===== src/rtl/videogen_multi.sv =====
// Parametrised sync/DE timing generator with solid, scrolling LFSR noise,
// colour-bar and grey-ramp test patterns. All outputs are registered once.
module videogen_multi #(
   parameter int               H_SYNCLEN   = 62,
   parameter int               H_BACKPORCH = 60,
   parameter int               H_ACTIVE    = 720,
   parameter int               H_TOTAL     = 858,
   parameter int               V_SYNCLEN   = 6,
   parameter int               V_BACKPORCH = 30,
   parameter int               V_ACTIVE    = 480,
   parameter int               V_TOTAL     = 525,
   parameter int               CNT_W       = 11,
   parameter int               LFSR_W      = 16,
   parameter logic [LFSR_W-1:0] LFSR_TAPS  = 16'hD008,
   parameter int               NOISE_SEED  = 1,
   parameter logic             SYNC_POL    = 1'b0
) (
   input  logic        clk27,
   input  logic        reset_n,
   input  logic [1:0]  mode,
   input  logic        scroll_en,
   input  logic [3:0]  scroll_step,
   input  logic [2:0]  density,
   input  logic [23:0] fg_rgb,
   input  logic [23:0] bg_rgb,
   output logic [7:0]  R_out,
   output logic [7:0]  G_out,
   output logic [7:0]  B_out,
   output logic        HSYNC_out,
   output logic        VSYNC_out,
   output logic        DE_out,
   output logic        PCLK_out,
   output logic        frame_start,
   output logic [7:0]  frame_cnt
);

   typedef enum logic [1:0] {
      MODE_SOLID = 2'd0,
      MODE_NOISE = 2'd1,
      MODE_BARS  = 2'd2,
      MODE_RAMP  = 2'd3
   } mode_t;

   localparam int X_START = H_SYNCLEN + H_BACKPORCH;
   localparam int Y_START = V_SYNCLEN + V_BACKPORCH;
   localparam int BAR_W   = H_ACTIVE / 8;

   localparam logic [CNT_W-1:0] H_LAST_C   = CNT_W'(H_TOTAL - 1);
   localparam logic [CNT_W-1:0] V_LAST_C   = CNT_W'(V_TOTAL - 1);
   localparam logic [CNT_W-1:0] H_SYNC_C   = CNT_W'(H_SYNCLEN);
   localparam logic [CNT_W-1:0] V_SYNC_C   = CNT_W'(V_SYNCLEN);
   localparam logic [CNT_W-1:0] X_START_C  = CNT_W'(X_START);
   localparam logic [CNT_W-1:0] X_PRE_C    = CNT_W'(X_START - 1);
   localparam logic [CNT_W-1:0] X_END_C    = CNT_W'(X_START + H_ACTIVE);
   localparam logic [CNT_W-1:0] Y_START_C  = CNT_W'(Y_START);
   localparam logic [CNT_W-1:0] Y_END_C    = CNT_W'(Y_START + V_ACTIVE);
   localparam logic [CNT_W-1:0] BAR_LAST_C = CNT_W'(BAR_W - 1);
   localparam logic [LFSR_W-1:0] SEED      = (NOISE_SEED == 0) ? LFSR_W'(1) : LFSR_W'(NOISE_SEED);

   logic [CNT_W-1:0]  h_cnt, v_cnt, bar_px;
   logic [2:0]        bar_idx;
   mode_t             mode_q;
   logic              scroll_en_q;
   logic [3:0]        scroll_step_q;
   logic [2:0]        density_q;
   logic [LFSR_W-1:0] lfsr, frame_seed, next_seed, seed_load;

   logic        frame_origin, active, cap_pixel, noise_lit;
   logic [7:0]  noise_mask, ramp;
   logic [23:0] pix_rgb;

   assign PCLK_out     = clk27;
   assign frame_origin = (h_cnt == '0) && (v_cnt == '0);
   assign active       = (h_cnt >= X_START_C) && (h_cnt < X_END_C) &&
                         (v_cnt >= Y_START_C) && (v_cnt < Y_END_C);
   assign cap_pixel    = (h_cnt == X_START_C) && (v_cnt == Y_START_C + CNT_W'(scroll_step_q));
   assign seed_load    = scroll_en ? next_seed : frame_seed;
   // Lit only when the top density+1 LFSR bits are all ones.
   assign noise_mask   = ~(8'hFF >> (4'(density_q) + 4'd1));
   assign noise_lit    = (lfsr[LFSR_W-1 -: 8] & noise_mask) == noise_mask;
   assign ramp         = h_cnt[7:0] - X_START_C[7:0];

   // NOTE: assign a default before the case so no path leaves pix_rgb unassigned (that would infer a latch).
   always_comb begin
      pix_rgb = bg_rgb;
      case (mode_q)
         MODE_NOISE: if (noise_lit) pix_rgb = fg_rgb;
         MODE_BARS:  pix_rgb = {{8{~bar_idx[1]}}, {8{~bar_idx[2]}}, {8{~bar_idx[0]}}};
         MODE_RAMP:  pix_rgb = {3{ramp}};
         default:    pix_rgb = bg_rgb;
      endcase
   end

   // NOTE: state registers use non-blocking assignments so every block sees pre-edge values.
   always_ff @(posedge clk27 or negedge reset_n) begin
      if (!reset_n) begin
         h_cnt <= '0;
         v_cnt <= '0;
      end else if (h_cnt == H_LAST_C) begin
         h_cnt <= '0;
         v_cnt <= (v_cnt == V_LAST_C) ? '0 : v_cnt + CNT_W'(1);
      end else begin
         h_cnt <= h_cnt + CNT_W'(1);
      end
   end

   // Bar counters are cleared one pixel early so they read zero at X_START.
   always_ff @(posedge clk27 or negedge reset_n) begin
      if (!reset_n) begin
         bar_px  <= '0;
         bar_idx <= '0;
      end else if (h_cnt == X_PRE_C) begin
         bar_px  <= '0;
         bar_idx <= '0;
      end else if (bar_px == BAR_LAST_C) begin
         bar_px  <= '0;
         bar_idx <= bar_idx + 3'd1;
      end else begin
         bar_px  <= bar_px + CNT_W'(1);
      end
   end

   always_ff @(posedge clk27 or negedge reset_n) begin
      if (!reset_n) begin
         mode_q        <= MODE_SOLID;
         scroll_en_q   <= 1'b0;
         scroll_step_q <= '0;
         density_q     <= '0;
         lfsr          <= SEED;
         frame_seed    <= SEED;
         next_seed     <= SEED;
      end else if (frame_origin) begin
         mode_q        <= mode_t'(mode);
         scroll_en_q   <= scroll_en;
         scroll_step_q <= scroll_step;
         density_q     <= density;
         lfsr          <= seed_load;
         frame_seed    <= seed_load;
      end else if (mode_q == MODE_NOISE && active) begin
         if (cap_pixel) next_seed <= lfsr;
         lfsr <= {lfsr[LFSR_W-2:0], ^(lfsr & LFSR_TAPS)};
      end
   end

   always_ff @(posedge clk27 or negedge reset_n) begin
      if (!reset_n) begin
         {R_out, G_out, B_out} <= '0;
         HSYNC_out   <= SYNC_POL;
         VSYNC_out   <= SYNC_POL;
         DE_out      <= 1'b0;
         frame_start <= 1'b0;
         frame_cnt   <= '0;
      end else begin
         {R_out, G_out, B_out} <= active ? pix_rgb : 24'h0;
         HSYNC_out   <= (h_cnt < H_SYNC_C) ? SYNC_POL : ~SYNC_POL;
         VSYNC_out   <= (v_cnt < V_SYNC_C) ? SYNC_POL : ~SYNC_POL;
         DE_out      <= active;
         frame_start <= frame_origin;
         if (frame_origin) frame_cnt <= frame_cnt + 8'd1;
      end
   end

   // scroll_en_q is kept as the frame's latched copy for observability.
   logic unused_ok;
   assign unused_ok = scroll_en_q;

endmodule


===== config.mk =====
export PLATFORM = sky130hd
export DESIGN_NAME = videogen_multi
export DESIGN_NICKNAME = d
export VERILOG_FILES = /design/src/rtl/videogen_multi.sv
export SDC_FILE = /design/constraint.sdc
export NUM_CORES = 1
export LEC_CHECK = 0
export ABC_AREA = 1
export BUFFER_PORTS_ARGS = -buffer_cell sky130_fd_sc_hd__buf_2
export CAP_MARGIN = 30
export CORE_ASPECT_RATIO = 0.8
export CORE_MARGIN = 5
export CORE_UTILIZATION = 51
export DETAILED_ROUTE_END_ITERATION = 16
export PLACE_DENSITY = 0.75
export SYNTH_ARGS = -nofsm -noshare
export SYNTH_HDL_FRONTEND = slang
export SYNTH_SLANG_ARGS = --single-unit

===== constraint.sdc =====
create_clock -name clk27 -period 1.8 [get_ports clk27]
set_clock_uncertainty 0.15 [all_clocks]
set_input_delay 0.09 -clock clk27 [delete_from_list [all_inputs] [get_ports clk27]]
set_output_delay 0.09 -clock clk27 [all_outputs]
set_load 0.01 [all_outputs]

==> metrics.md, run 1 <==
| Metric | Value |
|---|---|
| Critical Path Sink Type | `flop` |
| DP Area | `8590 um^2` |
| Final global-route overflow total | `0` |
| Most frequent CP cell | `buf_4` |
| Filler cell count | `958` |
| Crit path buffers/inverters | `5` |
| Final instance area | `10800 um^2` |
| Endpoints failing hold | `0` |
| Final setup fails | `65` |
| Via/cell ratio | `5.40` |
| Max cap viols | `0` |
| Worst-margin pin slew | `527 ps` |
| Share of layout cells above drive strength 1 | `30.2%` |
| Worst r2r src | `h_cnt[1]` |
| CP startpoint | `h_cnt[1]` |
| I/O pin count | `97` |
| WL final | `24400 um` |
| Clock Latency Late Sink | `550 ps` |
| IO buf count | `96` |
| Setup CP Type | `flop to flop` |
| Slew Limit Fails | `0` |
| Met2 Use GR | `42.7%` |
| Yosys cell types | `35` |
| Vias in the first global route | `7644` |
| Slack of the worst reg-to-reg path | `-200 ps` |
| Core area | `14200 um^2` |
| Failing checks | `negative setup slack` |
| Slowest cell on the critical path | `dfrtp_1` |
| 1st-pass router iterations | `8` |
| Via count | `7875` |
| CP top delay family | `buffers and inverters` |
| Critical path peak fanout | `8` |
| Total track usage | `28.1%` |
| Setup ws final | `-203 ps` |
| Cells after Synth | `1016` |
| Gr busiest metal | `met2` |
| CP Cell Sequence | `buf_4, buf_4, ha_4, nand3_2, nand2_2, nand2_2, nor2_4, buf_12, buf_4, buf_8, nand4_1, nand2_1` |
| RSZ-0062 raised after global routing | `true` |
| Pin count of the biggest net entering global routing | `73` |
| Critical path depth | `12` |
| Worst VDD drop | `0.000970 V` |
| Setup TNS | `-6490 ps` |
| Critical Path RT | `2070 ps` |
| Cell Pwr Density | `745 nW/um^2` |
| #FFs+latches synth | `129` |
| Worst hold path type | `input port to flop` |
| Status | `complete, but fails checks` |
| First-pass GRT wire length | `37300 um` |
| Nature of the critical path startpoint | `flop` |
| Die Width | `144 um` |
| Antenna diode count | `0` |
| Critical path arrival | `2280 ps` |
| Minimum clock period | `2000 ps` |
| DRT iter0 DRCs | `716` |
| GPL Wtd Cong | `0.881` |
| CTS tree | `done` |
| Leakage power | `0.00558 uW` |
| Slowest Stage Delay on Critical Path | `390 ps` |
| Detail Placement HPWL | `14200 um` |
| Area of the multi-input gates | `3870 um^2` |
| Met3 Resource Use GR | `7.68%` |
| Post-route ant nets | `0` |
| FF-to-FF path depth | `12` |
| Register area share after synthesis | `44.1%` |
| Fmax | `499 MHz` |
| Syn_nets | `1089` |
| Die Ht | `117 um` |
| Final-stage net count | `1334` |
| CP endpoint | `next_seed[7]` |
| P&R area growth vs syn | `47.2%` |
| DR DRC count | `0` |
| Row cnt | `39` |
| Met1 Track Usage GR | `38.7%` |
| Starting Density | `51.6%` |
| R2R Path End | `next_seed[7]` |
| Worst relative slew slack | `64.9%` |
| Wirelength per Cell | `16.8 um` |
| Final period utilization | `111%` |
| Register area | `3240 um^2` |
| Clock Pin Slew Worst Setup and Hold Paths | `60 ps` |
| Syn Area/Cell | `7.21 um^2` |
| Initial antenna violation count | `0` |
| Die area | `16900 um^2` |
| Cell Area, Synth | `7330 um^2` |
| Synthesis warning total | `0` |
## cells in the mapped netlist
cell | count | share of area [%]
nand2_1 | 305 | 16
inv_1 | 151 | 7.7
dfrtp_1 | 126 | 43
nand3_1 | 99 | 6.8
nor2_1 | 82 | 4.2
o21ai_0 | 60 | 4.1
a21oi_1 | 34 | 2.3
nand4_1 | 28 | 2.4
nor3_1 | 18 | 1.2
buf_2 | 17 | 1.2
xor2_1 | 17 | 2.0
ha_1 | 13 | 2.2
clkbuf_1 | 12 | 0.61
nand2_2 | 5 | 0.43
nor2_4 | 5 | 0.77
nor4_1 | 5 | 0.43
buf_6 | 4 | 0.61
nor3b_1 | 4 | 0.41
xnor2_1 | 4 | 0.48
clkinv_1 | 3 | 0.15
dfstp_2 | 3 | 1.1
nand3_2 | 3 | 0.41
nand3b_1 | 3 | 0.31
and3_1 | 2 | 0.17
buf_1 | 2 | 0.10
buf_4 | 2 | 0.20
a21oi_2 | 1 | 0.12
a221oi_1 | 1 | 0.12
a31oi_1 | 1 | 0.085
inv_2 | 1 | 0.051
nand3_4 | 1 | 0.24
nor2_2 | 1 | 0.085
o211ai_1 | 1 | 0.10
o21a_1 | 1 | 0.10
o21bai_1 | 1 | 0.10
## where the power goes
part / switching, uW / internal [uW] / leakage, uW
combinational: 362 / 269 / 0.00355
sequential: 35.7 / 2950 / 0.00166
clock: 1440 / 2970 / 0.000370
## through the flow
step | setup WS (ps) | utilization (%) | hold WS (ps) | power, uW | instances
after detailed placement | -116 | 60.5 | -187 | 3530 | 1340
after global routing | -256 | 75.9 | 54.6 | 8250 | 1458
final | -203 | 75.9 | 32.0 | 8030 | 1458
after floorplan | 11.0 | - | -356 | 3310 | 1016
after CTS | -118 | 71.6 | 9.35 | 8000 | 1441
after global placement | -42.1 | 60.5 | -191 | 3530 | 1340
## worst register-to-register path, cell delays in order (launching register included)
cell     delay [ps]
dfrtp_1         390
buf_4           140
buf_4           140
ha_4            160
nand3_2          90
nand2_2          90
nand2_2         100
nor2_4           50
buf_12          150
buf_4           140
buf_8           120
nand4_1          80
nand2_1          80
## state kept, by name (all words and copies together) (netlist names)
signal	flops
mode_q	2
R_out	8
DE_out	1
h_cnt	11
v_cnt	11
HSYNC_out	1
frame_start	1
bar_px	11
density_q	3
VSYNC_out	1
scroll_step_q	4
next_seed	16
frame_cnt	8
bar_idx	3
frame_seed	16
lfsr	16
B_out	8
G_out	8
## worst min-delay path by stage
stage	startpoint	slack (ps)	to	depth (start not counted)
global route	scroll_en	50	frame_seed[0]	5
detailed placement	reset_n	-190	v_cnt[5]	1
finish	scroll_en	30	frame_seed[0]	5
CTS	scroll_en	9	frame_seed[0]	5
floorplan	reset_n	-360	B_out[0]	0
global placement	reset_n	-190	v_cnt[5]	1
## cell usage in the layout, fill, tap and decap left out, types with 4 or more instances in the layout
cell,Yosys,layout
nand3_4,1,4
nand2_4,0,16
nor2_1,82,61
bufinv_16,0,6
a21oi_2,1,21
ha_1,13,5
clkbuf_16,0,22
nand2_1,305,262
o21ai_0,60,49
nor2_4,5,11
inv_2,1,15
nand4_1,28,28
nand3_1,99,91
inv_1,151,138
ha_4,0,5
buf_4,2,74
nor2_2,1,16
a21oi_1,34,13
buf_2,17,96
buf_12,0,10
dlygate4sd3_1,0,61
nor4_1,5,5
dfrtp_1,126,121
buf_6,4,11
dfrtp_2,0,5
xor2_1,17,17
o21ai_1,0,9
nand2_2,5,32
nor3_1,18,15
nand3_2,3,9
## routing by layer
layer / part of all wire (%) / vias to the layer above
li1: - / 3702
met1: 42 / 3683
met2: 46 / 419
met3: 9.0 / 71
met4: 2.9 / 0
met5: 0 / -
## final cells by class
class / instances / share of cell area, %
multi-input combinational: 696 / 35.9
sequential: 129 / 30.0
timing repair buffer: 257 / 19.4
inverter: 155 / 5.41
clock buffer: 23 / 4.94
clock inverter: 13 / 2.15
tap: 184 / 2.14
timing repair inverter: 1 / 0.0696
## cells by family (layout without fill, tap and decap cells)
kind of cell | after synthesis | in the layout | share of synthesized area [%]
compound gates | 100 | 100 | 7.05
xor+xnor | 21 | 21 | 2.51
fa+ha+maj | 13 | 13 | 2.22
buf+inv | 192 | 449 | 10.6
flops | 129 | 129 | 44.1
simple gates | 561 | 562 | 33.5
## repair_timing
item	CTS	global route
hold buffers	61	0
pin swaps	19	33
hold endpoints to repair	162	0
gates resized for setup	34	149
gates cloned	2	4
setup endpoints to repair	54	110
setup buffers	3	12
(Power assumes the default switching activity.)
==> run 2, diff against run 1 <==
--- a/config.mk
+++ b/config.mk
@@ -13,6 +13,7 @@
 export CORE_UTILIZATION = 51
 export DETAILED_ROUTE_END_ITERATION = 16
 export PLACE_DENSITY = 0.75
+export SKIP_LAST_GASP = 1
 export SYNTH_ARGS = -nofsm -noshare
 export SYNTH_HDL_FRONTEND = slang
 export SYNTH_SLANG_ARGS = --single-unit
==> metrics.md, run 2 (same netlist as run 1, synthesis figures left out) <==
| Metric | Value |
|---|---|
| Status | `complete, but fails checks` |
| Failing checks | `negative setup slack` |
| Pin count of the biggest net entering global routing | `73 (unchanged)` |
| Critical path peak fanout | `9 (+1)` |
| 1st-pass router iterations | `5 (-3)` |
| I/O pin count | `97 (unchanged)` |
| CTS tree | `done` |
| Critical Path Sink Type | `flop` |
| Vias in the first global route | `7635 (-0.12%)` |
| Row cnt | `39 (unchanged)` |
| WL final | `23500 um (-3.9%)` |
| DP Area | `8590 um^2 (unchanged)` |
| Setup TNS | `-4300 ps (+2190 ps)` |
| Clock Pin Slew Worst Setup and Hold Paths | `60 ps (about the same)` |
| Post-route ant nets | `0 (unchanged)` |
| Total track usage | `27.8% (-0.31 points)` |
| Wirelength per Cell | `16.1 um (-3.9%)` |
| Worst relative slew slack | `64.3% (-0.59 points)` |
| Setup CP Type | `flop to flop` |
| DR DRC count | `0 (unchanged)` |
| Max cap viols | `0 (unchanged)` |
| GPL Wtd Cong | `0.881 (unchanged)` |
| Initial antenna violation count | `0 (unchanged)` |
| Via count | `7706 (-2.1%)` |
| Final global-route overflow total | `0 (unchanged)` |
| Antenna diode count | `0 (unchanged)` |
| Worst-margin pin slew | `536 ps (+8.85 ps)` |
| Final period utilization | `108% (-3.2 points)` |
| Via/cell ratio | `5.29 (-2.1%)` |
| Final instance area | `10700 um^2 (-1.1%)` |
| Share of layout cells above drive strength 1 | `27.3% (-2.9 points)` |
| Starting Density | `51.6% (unchanged)` |
| Fmax | `514 MHz (+3.0%)` |
| Final-stage net count | `1334 (unchanged)` |
| Minimum clock period | `1950 ps (-57.8 ps)` |
| Final std cells w/o fill | `1458 (unchanged)` |
| Critical Path RT | `2130 ps (+60 ps)` |
| Most common cell after layout, fill and taps aside | `nand2_1` |
| Util after Layout | `75.1% (-0.85 points)` |
| Filler cell count | `983 (+2.6%)` |
| Slew Limit Fails | `0 (unchanged)` |
| Die Width | `144 um (unchanged)` |
| Endpoints failing hold | `0 (unchanged)` |
| IO buf count | `96 (unchanged)` |
| DRT iter0 DRCs | `672 (-6.1%)` |
| P&R area growth vs syn | `45.5%` |
| Detail Placement HPWL | `14200 um (unchanged)` |
| Core area | `14200 um^2 (unchanged)` |
| Critical path arrival | `2270 ps (about the same)` |
| First-pass GRT wire length | `37000 um (-0.82%)` |
| Most frequent cells in the layout | `nand2_1 (278), inv_1 (142), dfrtp_1 (123)` |
| Largest regs | `frame_seed (16), lfsr (16), next_seed (16)` |
| Nature of the critical path startpoint | `flop` |
| Setup ws final | `-145 ps (+57.8 ps)` |
| Worst hold path type | `input port to flop` |
| Final setup fails | `62 (-4.6%)` |
| Leakage power | `0.00560 uW (+0.29%)` |
| RSZ-0062 raised after global routing | `true` |
| Cell Pwr Density | `750 nW/um^2 (+0.72%)` |
| Placed cells | `1340 (unchanged)` |
| Post-Place Worst Slack | `-116 ps (unchanged)` |
| Worst VDD drop | `0.000971 V (+0.14%)` |
| Die Ht | `117 um (unchanged)` |
| Clock Latency Late Sink | `540 ps (about the same)` |
| Die area | `16900 um^2 (unchanged)` |
run 2: cell types whose count changed in the layout (fill, tap and decap cells not counted), sizes merged:
cell,before,now
buf,195,194
clkbuf,24,25
run 2: area by class of cell:
type	instances	area, um^2	area share, %
clock buffer	23	533	5.00
timing repair inverter	1	7.51	0.0704
clock inverter	13	231	2.17
tap	184	230	2.16
multi-input combinational	696	3720	34.9
timing repair buffer	257	2120	19.9
inverter	155	583	5.47
sequential	129	3240	30.3
run 2: power by group:
| part | switching (uW) | leakage [uW] | internal [uW] |
|---|---|---|---|
| registers | 34.2 | 0.00167 | 2950 |
| logic | 347 | 0.00356 | 265 |
| clock network | 1430 | 0.000370 | 2970 |
| total | 1810 | 0.00560 | 6190 |
run 2: routing by layer:
| layer | track usage (%) | vias up | share of wire [%] |
|---|---|---|---|
| met5 | 0 | - | 0 |
| met3 | 7.55 | 53 | 9.1 |
| li1 | - | 3702 | - |
| met4 | 9.91 | 0 | 2.2 |
| met1 | 38.3 | 3556 | 43 |
| met2 | 42.4 | 395 | 45 |
run 2: critical path: stages (launching register included):
cell and delay, ps:
dfrtp_1 410, inv_2 110, ha_4 160, inv_1 60, nand2_2 70, nand3_2 70
nand2_2 90, nand2_2 70, nor2_4 100, buf_12 180, buf_6 110, buf_8 100
nand4_1 100, nand2_1 100
run 2: per-stage QoR:
stage,hold WS [ps],total power [uW]
2_1_floorplan,-356,3310
3_3_place_gp,-191,3530
3_5_place_dp,-187,3530
4_1_cts,9.35,8000
5_1_grt,67.4,8230
6_report,50.9,8000
run 2: path summary, 6_finish.rpt:
kind	start	end	slack, ps	cells after the start
setup / recovery	h_cnt[1]	next_seed[7]	-150	13
hold / removal	scroll_en	lfsr[2]	50	5
setup reg to reg	h_cnt[1]	next_seed[7]	-150	13
hold reg to reg	next_seed[0]	next_seed[0]	310	2
max in group asynchronous	reset_n	h_cnt[5]	560	4
min in group asynchronous	reset_n	v_cnt[6]	310	3
run 2: timing repair:
action,4_1_cts,5_1_grt
gates cloned,2,6
pin swaps,14,27
hold endpoints to repair,162,0
buffers inserted,3,10
setup endpoints to repair,54,110
hold buffers,61,0
resized for setup,23,114
